$ cat src/rtl/ats_eligibility_arbiter.sv
// Round-robin front end sharing one ATS eligibility calculator among NUM_PORT requesters.
// Each grant runs start -> wait for result/timeout -> response handshake -> read_end -> quiet gap.
module ats_eligibility_arbiter #(
    parameter int unsigned NUM_PORT        = 4,
    parameter int unsigned TIMESTAMP_WIDTH = 59,
    parameter int unsigned TIMEOUT_CYCLES  = 64,
    parameter int unsigned GAP_CYCLES      = 2
) (
    input  logic                            clk,
    input  logic                            reset,
    input  logic [NUM_PORT-1:0]             req_valid,
    output logic [NUM_PORT-1:0]             req_ready,
    input  logic [NUM_PORT*32-1:0]          req_flow_id,
    input  logic [NUM_PORT*5-1:0]           req_group_id,
    input  logic [NUM_PORT*TIMESTAMP_WIDTH-1:0] req_arrival_time,
    input  logic [NUM_PORT*16-1:0]          req_frame_length,
    output logic                            rsp_valid,
    input  logic                            rsp_ready,
    output logic [NUM_PORT-1:0]             rsp_port,
    output logic [TIMESTAMP_WIDTH-1:0]      rsp_eligible_time,
    output logic                            rsp_discard,
    output logic                            rsp_timeout,
    output logic                            calc_start_flag,
    output logic [31:0]                     calc_flow_id,
    output logic [4:0]                      calc_group_id,
    output logic [TIMESTAMP_WIDTH-1:0]      calc_arrival_time,
    output logic [15:0]                     calc_frame_length,
    output logic                            calc_read_end_flag,
    input  logic [TIMESTAMP_WIDTH-1:0]      calc_eligible_time,
    input  logic                            calc_eligible_time_OK,
    input  logic                            calc_discard_flag,
    output logic                            busy,
    output logic [15:0]                     served_count,
    output logic [15:0]                     timeout_count
);

    localparam int unsigned PortW  = $clog2(NUM_PORT);
    localparam int unsigned TimerW = $clog2(TIMEOUT_CYCLES + 1);
    localparam int unsigned GapW   = $clog2(GAP_CYCLES + 1);

    typedef enum logic [2:0] {StIdle, StIssue, StWait, StDone, StGap} state_e;

    state_e              state_q, state_d;
    logic [PortW-1:0]    last_grant_q;
    logic [PortW-1:0]    grant_idx;
    logic                any_valid;
    logic [TimerW-1:0]   timer_q;
    logic [GapW-1:0]     gap_q;
    logic                timer_expired;
    logic                gap_done;

    // Search starts one past the last grant so every port gets a turn.
    always_comb begin : arbiter
        int p;
        logic [PortW-1:0] p_idx;
        p         = 0;
        p_idx     = '0;
        grant_idx = last_grant_q;
        any_valid = 1'b0;
        for (int i = 1; i <= int'(NUM_PORT); i++) begin
            p = int'(last_grant_q) + i;
            if (p >= int'(NUM_PORT)) p = p - int'(NUM_PORT);
            p_idx = PortW'(p);
            if (!any_valid && req_valid[p_idx]) begin
                any_valid = 1'b1;
                grant_idx = p_idx;
            end
        end
    end

    assign timer_expired = (timer_q == TimerW'(TIMEOUT_CYCLES - 1));
    assign gap_done      = (gap_q == GapW'(GAP_CYCLES - 1));

    always_comb begin
        state_d = state_q;
        case (state_q)
            StIdle:  if (any_valid) state_d = StIssue;
            StIssue: state_d = StWait;
            StWait:  if (calc_eligible_time_OK || timer_expired) state_d = StDone;
            StDone:  if (rsp_ready) state_d = StGap;
            StGap:   if (gap_done) state_d = StIdle;
            default: state_d = StIdle;
        endcase
    end

    always_comb begin
        req_ready = '0;
        if (state_q == StIdle && any_valid && !reset) begin
            req_ready = NUM_PORT'(1) << grant_idx;
        end
        calc_start_flag    = (state_q == StIssue);
        calc_read_end_flag = (state_q == StGap) && (gap_q == '0);
        rsp_valid          = (state_q == StDone);
        busy               = (state_q != StIdle);
    end

    always_ff @(posedge clk) begin
        if (reset) begin
            state_q           <= StIdle;
            last_grant_q      <= PortW'(NUM_PORT - 1);
            timer_q           <= '0;
            gap_q             <= '0;
            calc_flow_id      <= '0;
            calc_group_id     <= '0;
            calc_arrival_time <= '0;
            calc_frame_length <= '0;
            rsp_port          <= '0;
            rsp_eligible_time <= '0;
            rsp_discard       <= 1'b0;
            rsp_timeout       <= 1'b0;
            served_count      <= '0;
            timeout_count     <= '0;
        end else begin
            state_q <= state_d;
            case (state_q)
                StIdle: begin
                    if (any_valid) begin
                        last_grant_q      <= grant_idx;
                        calc_flow_id      <= req_flow_id[int'(grant_idx)*32 +: 32];
                        calc_group_id     <= req_group_id[int'(grant_idx)*5 +: 5];
                        calc_arrival_time <=
                            req_arrival_time[int'(grant_idx)*TIMESTAMP_WIDTH +: TIMESTAMP_WIDTH];
                        calc_frame_length <= req_frame_length[int'(grant_idx)*16 +: 16];
                    end
                end
                StIssue: timer_q <= '0;
                StWait: begin
                    // A result landing on the timeout cycle still counts as a normal response.
                    if (calc_eligible_time_OK) begin
                        rsp_port          <= NUM_PORT'(1) << last_grant_q;
                        rsp_eligible_time <= calc_eligible_time;
                        rsp_discard       <= calc_discard_flag;
                        rsp_timeout       <= 1'b0;
                    end else if (timer_expired) begin
                        rsp_port          <= NUM_PORT'(1) << last_grant_q;
                        rsp_eligible_time <= '0;
                        rsp_discard       <= 1'b1;
                        rsp_timeout       <= 1'b1;
                        if (timeout_count != 16'hFFFF) timeout_count <= timeout_count + 16'd1;
                    end else begin
                        timer_q <= timer_q + TimerW'(1);
                    end
                end
                StDone: begin
                    if (rsp_ready) begin
                        served_count <= served_count + 16'd1;
                        gap_q        <= '0;
                    end
                end
                StGap: gap_q <= gap_q + GapW'(1);
                default: ;
            endcase
        end
    end

endmodule

$ cat config.mk
export PLATFORM = sky130hd
export DESIGN_NAME = ats_eligibility_arbiter
export DESIGN_NICKNAME = d
export VERILOG_FILES = /design/src/rtl/ats_eligibility_arbiter.sv
export SDC_FILE = /design/constraint.sdc
export NUM_CORES = 1
export LEC_CHECK = 0
export CORE_AREA = 5 5 280 282
export DETAILED_ROUTE_END_ITERATION = 12
export DIE_AREA = 0 0 285 287
export GPL_ROUTABILITY_DRIVEN = 0
export GPL_TIMING_DRIVEN = 0
export MAX_ROUTING_LAYER = met4
export PLACE_DENSITY = 0.58
export SLEW_MARGIN = 20
export SYNTH_ARGS = -nofsm -noshare
export SYNTH_HDL_FRONTEND = slang
export SYNTH_SLANG_ARGS = --single-unit
$ cat constraint.sdc
create_clock -name clk -period 7.9 [get_ports clk]
set_clock_uncertainty 0.1 [all_clocks]
set_input_delay 1.58 -clock clk [delete_from_list [all_inputs] [get_ports clk]]
set_output_delay 1.58 -clock clk [all_outputs]
set_load 0.02 [all_outputs]
==> qor.yml, run 1 <==
route:
  via_count: 24310
  dr.pass1.iters: 8
  routed_wl_um: 113300
  wire_per_inst_um: 26.44
  drt_iter0_drc: 2114
  via_per_inst: 5.675
  drc: 0
  postRouteAntennaNets: 0
logic_synthesis:
  yosysSeqAreaShare_pct: 25.85
  synth.distinct_cells: 53
  synthXorXnorAreaFrac_pct: 1.471
  synth_compound_area_share_pct: 21.14
  synth_commonest_cells: "nand2_1 (575), nand4_1 (459), clkbuf_1 (284), and3_1 (232), a22o_1 (224)"
  yosysTopAreaCellShare_pct: 25.85
  yosys-top-cells-area: "dfxtp_1 (26%), nand4_1 (17%), nand2_1 (12%)"
  synth_enable_flop_cells: 0
  yosysMostFrequentCell: "nand2_1"
  yosysWarnings: 0
  synth_fp_nets: 2999
  synthAdderAreaFrac_pct: 0.6521
  synth_top_family_by_area: "simple AND/OR/NAND/NOR gates"
  muxShareOfSynthArea_pct: 1.152
  yosys.area_share.simple_pct: 42.16
  netlist_area_sq_um: 17270
  syn_avg_cell_area_sq_um: 6.980
  ys.flop_type: "dfxtp_1"
  synthCells: 2474
  async_flop_share_pct: 0
  ys_ff_latch: 223
  synth.largest_area_cell: "dfxtp_1"
cells_and_area:
  fin_util_pct: 35.78
  final_area_sq_um: 27000
  fin_nets: 3764
  syn_to_final_growth_pct: 56.34
  drive_gt1_share_pct: 3.004
worst_setup_path:
  critPathCaptureType: "primary output"
  critPathMaxFanout: 18
  worst-endpoint-required_ps: 6220
  worstPathArrival_ps: 5690
  start_kind: "register"
  criticalPathCategory: "reg -> out"
clocking:
  clock-sinks: 223
  path_clk_slew_ps: 60
  clk_latency_ps: 600
  clockRootBuffer: "clkbuf_16"
  cts.path.max_buffers: 3
  numCtsBuffers: 29
  cts_max_level: 1
  cts_tree: "yes"
power_and_ir_drop:
  ir_worst_vdd_v: 0.0001917
  comb_power_share_pct: 68.6
  pwr-share-clk_pct: 14.2
  switching_share_pct: 51.59
  power_density_nw_per_um2: 360.1
  power.total_mw: 9.721
  pwr-share-seq_pct: 17.2
  internal_power_mw: 4.706
  power_switching_mw: 5.014
  cellLeakagePower_nw: 9.825
floorplan:
  dieArea_sq_um: 81800
  core_area_sq_um: 75440
  die_height_um: 287
  start_util_pct: 22.89
  ios: 733
  fp.dieW_um: 285
  rows: 101
placement:
  place_area_sq_um: 25890
  place.detailed.hpwl_um: 87740
  io_buffers: 732
sta:
  finalHoldViolCount: 0
  fin_crit_ps: 7369
  maxSlewViolCount: 0
  grt_setup_unrepaired: "no"
  maxSlewHeadroom_pct: 27.21
  max_freq_mhz: 135.7
  worstMarginPinSlew_ps: 1092
  setup_viol: 0
  finalCritPeriodShare_pct: 93.27
outcome:
  status: "finished clean"
global_route:
  grt_pass1_wl_um: 160400
  grt.total_usage_pct: 26.35
  antenna_found_initial: 44
  grt_max_degree: 19
  grt_overflow: 0
  grt_pass1_vias: 23160
flow_run:
  cap_violations: 0
min_path:
  holdCritPathClass: "reg -> reg"
-- sequential cells by signal, indices dropped and copies added, names as in the netlist, 4 cells and up --
signal and count:
timer_q 7, timeout_count 16, served_count 16, rsp_port 4, calc_arrival_time 59, calc_frame_length 16, rsp_eligible_time 59, calc_flow_id 32
calc_group_id 5
-- what timing repair did --
item / 4_1_cts / 5_1_grt
gates cloned: 0 / 0
buffers inserted: 1 / 2
setup endpoints to repair: 4 / 3
gates resized for setup: 1 / 0
hold buffers: 0 / 0
-- area by class of cell --
type | instances | area, sq um
fillers | 8103 | 48450
plain buffers | 318 | 1284
inverters | 10 | 40.04
clock inverters | 8 | 111.4
clock buffers | 46 | 859.6
flip-flops and latches | 223 | 4464
repair buffers | 736 | 7377
multi-input cells | 1921 | 11530
diodes | 44 | 110.1
well taps | 978 | 1224
-- stage by stage --
stage,cells,TNS (ps),hold WS (ps),setup WS (ps)
final,4284,0,359.2,531.4
after global routing,4282,0,380.9,138.0
after CTS,4238,0,361.5,169.6
after detailed placement,4185,-1023,345.6,-272.0
after global placement,4184,-16570,343.1,-1659
after floorplan,2474,0,370.2,2621
-- power groups by stage --
stage	Combinational, mW	Sequential, mW	Clock (mW)
after detailed placement	6.57	1.68	0
final	6.67	1.67	1.38
after floorplan	3.43	1.98	0
after global routing	7.09	1.70	1.45
after global placement	6.56	1.69	0
after CTS	6.60	1.67	1.41
-- cell usage in the layout, fill, tap and decap left out, types with 4 or more instances in the layout --
master / count
nor2_1: 107
nand2_1: 575
o2111ai_1: 5
xnor2_1: 9
ha_1: 9
clkbuf_2: 17
or3_1: 9
and3_1: 232
xor2_1: 20
buf_1: 16
a22o_1: 224
clkbuf_8: 7
mux2i_1: 10
clkdlybuf4s50_1: 732
a22oi_1: 60
and4_1: 6
diode_2: 44
nand4_1: 459
o21ai_0: 7
nand3_1: 9
clkbuf_1: 275
inv_1: 9
buf_2: 13
a21oi_1: 10
a211oi_1: 4
nor3_1: 9
dfxtp_1: 223
clkbuf_16: 29
o221ai_1: 112
buf_6: 7
-- worst max-delay path, stage by stage, from the launching register on --
cell	delay (ps)
dfxtp_1	350
buf_2	230
inv_4	400
clkbuf_1	540
ha_1	240
clkbuf_1	400
mux4_2	370
nand2b_1	80
clkbuf_1	270
a311o_1	300
or3_1	120
clkbuf_1	660
clkbuf_1	440
nor2_1	80
clkdlybuf4s50_1	570
-- cell families after synthesis --
kind of cell / after synthesis
simple gates: 1432
fa+ha+maj: 9
xor+xnor: 29
buf+inv: 330
mux: 17
compound gates: 434
flops: 223
-- worst paths after layout --
check	startpoint	to	slack, ps	cells past startpoint
worst min register to register	calc_arrival_time[51]	calc_arrival_time[51]	360	2
worst min-delay path	calc_arrival_time[51]	calc_arrival_time[51]	360	2
worst max register to register	last_grant_q[0]	calc_arrival_time[29]	2550	12
worst max-delay path	last_grant_q[0]	req_ready[3]	530	14
-- layer usage --
layer	GRT usage (%)	part of all wire (%)	wire length (um)	vias up
met4	9.096	3.7	4228	0
li1	-	-	-	11000
met2	43.32	47	53750	1335
met1	31.99	41	46030	11760
met3	5.956	8.2	9261	211
met5	-	0	0	-
No activity file was read; power rests on OpenSTA's default activity.
==> run 2: changes to the inputs <==
--- a/config.mk
+++ b/config.mk
@@ -5,13 +5,13 @@
 export SDC_FILE = /design/constraint.sdc
 export NUM_CORES = 1
 export LEC_CHECK = 0
-export CORE_AREA = 5 5 280 282
+export CORE_AREA = 2 2 285 287
 export DETAILED_ROUTE_END_ITERATION = 12
-export DIE_AREA = 0 0 285 287
+export DIE_AREA = 0 0 287 289
 export GPL_ROUTABILITY_DRIVEN = 0
 export GPL_TIMING_DRIVEN = 0
 export MAX_ROUTING_LAYER = met4
-export PLACE_DENSITY = 0.58
+export PLACE_DENSITY = 0.55
 export SLEW_MARGIN = 20
 export SYNTH_ARGS = -nofsm -noshare
 export SYNTH_HDL_FRONTEND = slang
==> run 2 against run 1 <==
Maximum frequency is 2.2% higher. Total power rose by 1.2%. Routed wire length down 0.81%. Clock-buffer cell count down 10. Combinational power is essentially flat. Worst hold slack is essentially flat.
==> qor.yml, run 2 (same netlist as run 1, synthesis figures left out) <==
sta:
  worstMarginPinSlew_ps: 1178  # +86.23 ps
  fin_crit_ps: 7209  # -159.2 ps
  finalHoldViolCount: 0  # unchanged
  maxSlewHeadroom_pct: 21.46  # -5.7 points
  max_freq_mhz: 138.7  # +2.2%
  maxSlewViolCount: 0  # unchanged
  finalCritPeriodShare_pct: 91.26  # -2.0 points
  setup_slack_ps: 690.6  # +159.2 ps
  grt_setup_unrepaired: "no"
  finalSetupTns_ps: 0  # unchanged
  setup_viol: 0  # unchanged
worst_setup_path:
  start_kind: "register"
  max_stage_delay_ps: 660  # about the same
  critPathMaxFanout: 29  # +11
  worst-endpoint-required_ps: 6220  # about the same
  criticalPathCategory: "reg -> out"
  worstPathArrival_ps: 5530  # -160 ps
  path_common_cell: "buf_2"
  crit_family: "buffers and inverters"
  crit_slowest_cell: "clkdlybuf4s50_1"
  crit_buf_inv: 6  # -2
  worstPathCellList: "buf_2 -> inv_2 -> ha_1 -> clkbuf_1 -> mux2i_2 -> buf_6 -> mux2_2 -> buf_2 -> and2_0 -> xnor2_1 -> nor2_1 -> clkdlybuf4s50_1"
  critPathCaptureType: "primary output"
power_and_ir_drop:
  ir_worst_vdd_v: 0.0001845  # -3.7%
  power_density_nw_per_um2: 363.4  # +0.93%
  cellLeakagePower_nw: 9.836  # +0.11%
global_route:
  grt_max_degree: 21  # +2
  grt_pass1_wl_um: 158400  # -1.2%
  grt_overflow: 0  # unchanged
  grt_pass1_vias: 22690  # -2.0%
  antenna_found_initial: 33  # -25%
  grt.total_usage_pct: 26.17  # -0.18 points
route:
  routed_wl_um: 112400  # -0.81%
  wl_met3_um: 9323  # +0.67%
  met1_length_um: 45640  # -0.85%
  wl_met2_um: 52990  # -1.4%
  dr.pass1.iters: 7  # -1
  drt_iter0_drc: 2221  # +5.1%
  top_layer: "met4"
  via_per_inst: 5.612  # -1.1%
  postRouteAntennaNets: 0  # unchanged
  via_count: 24410  # +0.39%
  wire_per_inst_um: 25.83  # -2.3%
  drc: 0  # unchanged
cells_and_area:
  ff_latch_area_sq_um: 4464  # unchanged
  reg.largest.list: "calc_arrival_time x59, rsp_eligible_time x59, calc_flow_id x32"
  nFillCells: 8662  # +6.9%
  layout_commonest_cell: "clkdlybuf4s50_1"
  layout_common_cells: "clkdlybuf4s50_1 (732), nand2_1 (575), nand4_1 (459)"
  multi_input_area_sq_um: 11510  # -0.12%
  syn_to_final_growth_pct: 56.76
  fin_nets: 3759  # -0.13%
  drive_gt1_share_pct: 3.072  # +0.068 points
  fin_util_pct: 33.88  # -1.9 points
clocking:
  cts.path.max_buffers: 3  # unchanged
  cts_tree: "yes"
  clk_latency_ps: 600  # about the same
  path_clk_slew_ps: 60  # about the same
  cts_max_level: 1  # unchanged
  numCtsBuffers: 28  # -3.4%
  clock-sinks: 223  # unchanged
  cts_resized: 0  # -1
  clockRootBuffer: "clkbuf_16"
floorplan:
  fp.dieW_um: 287  # +0.70%
  ios: 733  # unchanged
  core_area_sq_um: 79900  # +5.9%
  start_util_pct: 21.61  # -1.3 points
  dieArea_sq_um: 82940  # +1.4%
  rows: 104  # +3.0%
  die_height_um: 289  # +0.70%
placement:
  io_buffers: 732  # unchanged
  place_ws_ps: -175.3  # +96.67 ps
  place.detailed.hpwl_um: 86980  # -0.86%
outcome:
  status: "finished clean"
flow_run:
  cap_violations: 0  # unchanged
min_path:
  holdCritPathClass: "reg -> reg"
-- run 2: cell types whose count changed in the layout (fill, tap and decap cells not counted), sizes merged --
cell and change:
buf -2, bufinv +3, clkbuf -12, clkinv +4, diode -10
-- run 2: power breakdown --
part | total (mW) | leakage, nW | internal (mW) | switching [mW]
logic | 6.70 | 7.51 | 2.44 | 4.26
registers | 1.69 | 1.82 | 1.44 | 0.248
clock network | 1.45 | 0.505 | 0.870 | 0.575
-- run 2: per-layer routing --
metal  global-route usage (%)  vias to the layer above
li1                         -                    10980
met1                    32.30                    11810
met2                    42.17                     1387
met3                    5.205                      235
met4                    9.609                        0
met5                        -                        -
-- run 2: worst min-delay path, cell delays in order (launching register included) --
cell      delay [ps]
dfxtp_1          320
nand2_1           50
o221ai_1          50
-- run 2: final cells by class --
class | instances | area share, %
plain buffers | 316 | 4.715
clock buffers | 36 | 2.921
flip-flops and latches | 223 | 16.49
multi-input cells | 1921 | 42.53
well taps | 1060 | 4.899
clock inverters | 15 | 0.8551
repair buffers | 734 | 27.14
inverters | 10 | 0.1387
diodes | 34 | 0.3143
-- run 2: repair_timing --
item	CTS	global route
hold buffers	0	0
hold endpoints to repair	0	0
cloned	0	0
endpoints found under the setup margin	4	4
buffers inserted	1	0
-- run 2: path summary, 6_finish.rpt --
check / start / to / slack [ps] / cells past startpoint
worst min-delay path: calc_flow_id[9] / calc_flow_id[9] / 360 / 2
worst max-delay path: last_grant_q[0] / req_ready[1] / 690 / 12
worst min register to register: calc_flow_id[9] / calc_flow_id[9] / 360 / 2
worst max register to register: last_grant_q[0] / calc_arrival_time[30] / 2820 / 12
-- run 2: per-stage QoR --
stage	hold slack [ps]	std cells	total power, mW	instance area [sq um]
3_5_place_dp	345.5	4267	8.315	25970
4_1_cts	361.7	4317	9.796	26990
2_1_floorplan	370.2	2474	5.404	17270
5_1_grt	384.5	4341	10.37	27050
6_report	359.4	4349	9.837	27070
3_3_place_gp	343.7	4266	8.320	25920
==> run 3: changes to the inputs <==
--- a/config.mk
+++ b/config.mk
@@ -5,13 +5,13 @@
 export SDC_FILE = /design/constraint.sdc
 export NUM_CORES = 1
 export LEC_CHECK = 0
-export CORE_AREA = 2 2 285 287
+export CORE_AREA = 2 2 286 288
 export DETAILED_ROUTE_END_ITERATION = 12
-export DIE_AREA = 0 0 287 289
-export GPL_ROUTABILITY_DRIVEN = 0
+export DIE_AREA = 0 0 288 290
 export GPL_TIMING_DRIVEN = 0
 export MAX_ROUTING_LAYER = met4
 export PLACE_DENSITY = 0.55
+export REMOVE_ABC_BUFFERS = 1
 export SLEW_MARGIN = 20
 export SYNTH_ARGS = -nofsm -noshare
 export SYNTH_HDL_FRONTEND = slang
==> constraint.sdc (replaced) <==
create_clock -name clk -period 7.6 [get_ports clk]
set_clock_uncertainty 0.1 [all_clocks]
set_input_delay 1.52 -clock clk [delete_from_list [all_inputs] [get_ports clk]]
set_output_delay 1.52 -clock clk [all_outputs]
set_load 0.02 [all_outputs]
==> run 3 against run 2 <==
Via count down 10%. Global-route usage down 7.5 points. Flip-flop and latch count unchanged. Combinational power fell by 3.7%. Final cell count shrank 6.2%. Sequential share of layout area down 0.16 points. Critical path depth is 2 lower. Worst hold slack got worse by 2.3 ps. Register-to-register slack worse by 820 ps. Total power down 0.25%. Critical path type unchanged.
==> qor.yml, run 3 (same netlist as run 1, synthesis figures left out) <==
cells_and_area:
  multi_input_area_sq_um: 11580  # +0.57%
  drive_gt1_share_pct: 4.523  # +1.5 points
  reg.largest.list: "calc_arrival_time x59, rsp_eligible_time x59, calc_flow_id x32"
  layout_common_cells: "clkdlybuf4s50_1 (731), nand2_1 (574), nand4_1 (459)"
  syn_to_final_growth_pct: 58.40
  layout_commonest_cell: "clkdlybuf4s50_1"
  ff_latch_area_sq_um: 4468  # about the same
  nFillCells: 8503  # -1.8%
  fin_nets: 3507  # -6.7%
  final_area_sq_um: 27350  # +1.0%
worst_setup_path:
  criticalPathCategory: "reg -> out"
  critPathMaxFanout: 127  # +340%
  reg2reg_depth: 13  # +1
  worst-endpoint-required_ps: 5980  # -240 ps
  worstPathArrival_ps: 5390  # -140 ps
  start_kind: "register"
  critPathCaptureType: "primary output"
floorplan:
  fp.dieW_um: 288  # +0.35%
  core_area_sq_um: 80160  # +0.33%
  die_height_um: 290  # +0.35%
  dieArea_sq_um: 83520  # +0.70%
  ios: 733  # unchanged
  start_util_pct: 21.54  # -0.070 points
  rows: 104  # unchanged
route:
  postRouteAntennaNets: 0  # unchanged
  drc: 0  # unchanged
  via_count: 21960  # -10%
  wire_per_inst_um: 19.91  # -23%
  drt_iter0_drc: 1262  # -43%
  routed_wl_um: 81210  # -28%
  dr.pass1.iters: 7  # unchanged
  via_per_inst: 5.384  # -4.1%
global_route:
  grt_pass1_vias: 20400  # -10%
  grt_max_degree: 133  # +530%
  grt.total_usage_pct: 18.70  # -7.5 points
  grt_pass1_wl_um: 122900  # -22%
  grt_overflow: 0  # unchanged
  antenna_found_initial: 13  # -61%
power_and_ir_drop:
  cellLeakagePower_nw: 10.09  # +2.6%
  power_density_nw_per_um2: 358.7  # -1.3%
  pwr-share-seq_pct: 17.5  # +0.3 points
  comb_power_share_pct: 65.7  # -2.4 points
  ir_worst_vdd_v: 0.0002291  # +24%
  power_switching_mw: 4.485  # -12%
  power.total_mw: 9.812  # -0.25%
  internal_power_mw: 5.328  # +12%
  switching_share_pct: 45.71  # -6.0 points
  pwr-share-clk_pct: 16.8  # +2.1 points
sta:
  finalCritPeriodShare_pct: 92.26
  finalHoldViolCount: 0  # unchanged
  maxSlewViolCount: 0  # unchanged
  setup_viol: 0  # unchanged
  max_freq_mhz: 142.6
  maxSlewHeadroom_pct: 29.40  # +7.9 points
  worstMarginPinSlew_ps: 1050  # -128.1 ps
  grt_setup_unrepaired: "no"
  fin_crit_ps: 7012
placement:
  place_area_sq_um: 26190  # +0.86%
  io_buffers: 732  # unchanged
  place.detailed.hpwl_um: 57490  # -34%
  place_congestion: 0.7971
flow_run:
  cap_violations: 0  # unchanged
clocking:
  cts_tree: "yes"
  path_clk_slew_ps: 60  # about the same
  clockRootBuffer: "clkbuf_16"
  postCtsSetupBuffers: 0  # -1
  holdBufCountCts: 0  # unchanged
  clk_latency_ps: 610  # about the same
  cts_resized: 0  # unchanged
  cts_max_level: 1  # unchanged
  numCtsBuffers: 31  # +11%
  clock-sinks: 223  # unchanged
  cts.path.max_buffers: 3  # unchanged
min_path:
  holdCritPathClass: "reg -> reg"
  min_path_cells: 2  # unchanged
outcome:
  status: "finished clean"
run 3: cell count changes in the layout (fill, tap and decap cells not counted), sizes merged, moves of 3 or more:
cell,delta
buf,+26
clkbuf,-276
clkinv,-3
clkinvlp,+4
diode,-23
run 3: power groups by stage:
stage	Clock, mW	Combinational [mW]	Sequential, mW
finish	1.64	6.45	1.72
global placement	0	4.49	1.83
global route	1.74	6.99	1.76
floorplan	0	2.96	2.19
CTS	1.70	6.48	1.72
detailed placement	0	6.46	1.74
run 3: worst paths after layout:
| path | from | endpoint | slack, ps |
|---|---|---|---|
| worst max-delay path | last_grant_q[0] | req_ready[0] | 590 |
| worst max register to register | last_grant_q[0] | calc_flow_id[23] | 2000 |
| worst min-delay path | calc_flow_id[24] | calc_flow_id[24] | 360 |
| worst min register to register | calc_flow_id[24] | calc_flow_id[24] | 360 |
run 3: layer usage:
| layer | vias up | share of wire [%] | track usage (%) |
|---|---|---|---|
| met5 | - | 0 | - |
| met3 | 110 | 8.4 | 4.575 |
| li1 | 10470 | - | - |
| met4 | 0 | 3.4 | 6.445 |
| met1 | 10550 | 40 | 21.72 |
| met2 | 821 | 48 | 31.23 |
run 3: worst max-delay path, stage by stage (launching register included):
cell and delay, ps:
dfxtp_4 790, buf_16 320, inv_8 300, ha_1 630, mux2i_4 650, buf_16 230, mux2_8 400, and2_0 330
xnor2_1 150, nor2_1 140, clkdlybuf4s50_1 660
run 3: cell type report:
type                    count  area share [%]
inverters                  10          0.1647
flip-flops and latches    223           16.34
repair buffers            795           32.09
clock inverters            18          0.9926
multi-input cells        1921           42.33
well taps                1060           4.849
clock buffers              40           3.143
diodes                     11          0.1006
run 3: stage by stage:
| stage | util, % | hold slack (ps) | TNS (ps) | setup WS [ps] | instances |
|---|---|---|---|---|---|
| after global placement | 30.75 | 341.9 | -6167540 | -53790 | 3946 |
| after detailed placement | 32.68 | 346.2 | 0 | 1078 | 4009 |
| after CTS | 34.09 | 361.8 | 0 | 628.7 | 4067 |
| final | 34.12 | 357.1 | 0 | 588.3 | 4078 |
| after global routing | 34.12 | 383.0 | 0 | 357.0 | 4078 |
| after floorplan | - | 370.0 | -3132250 | -27730 | 2154 |
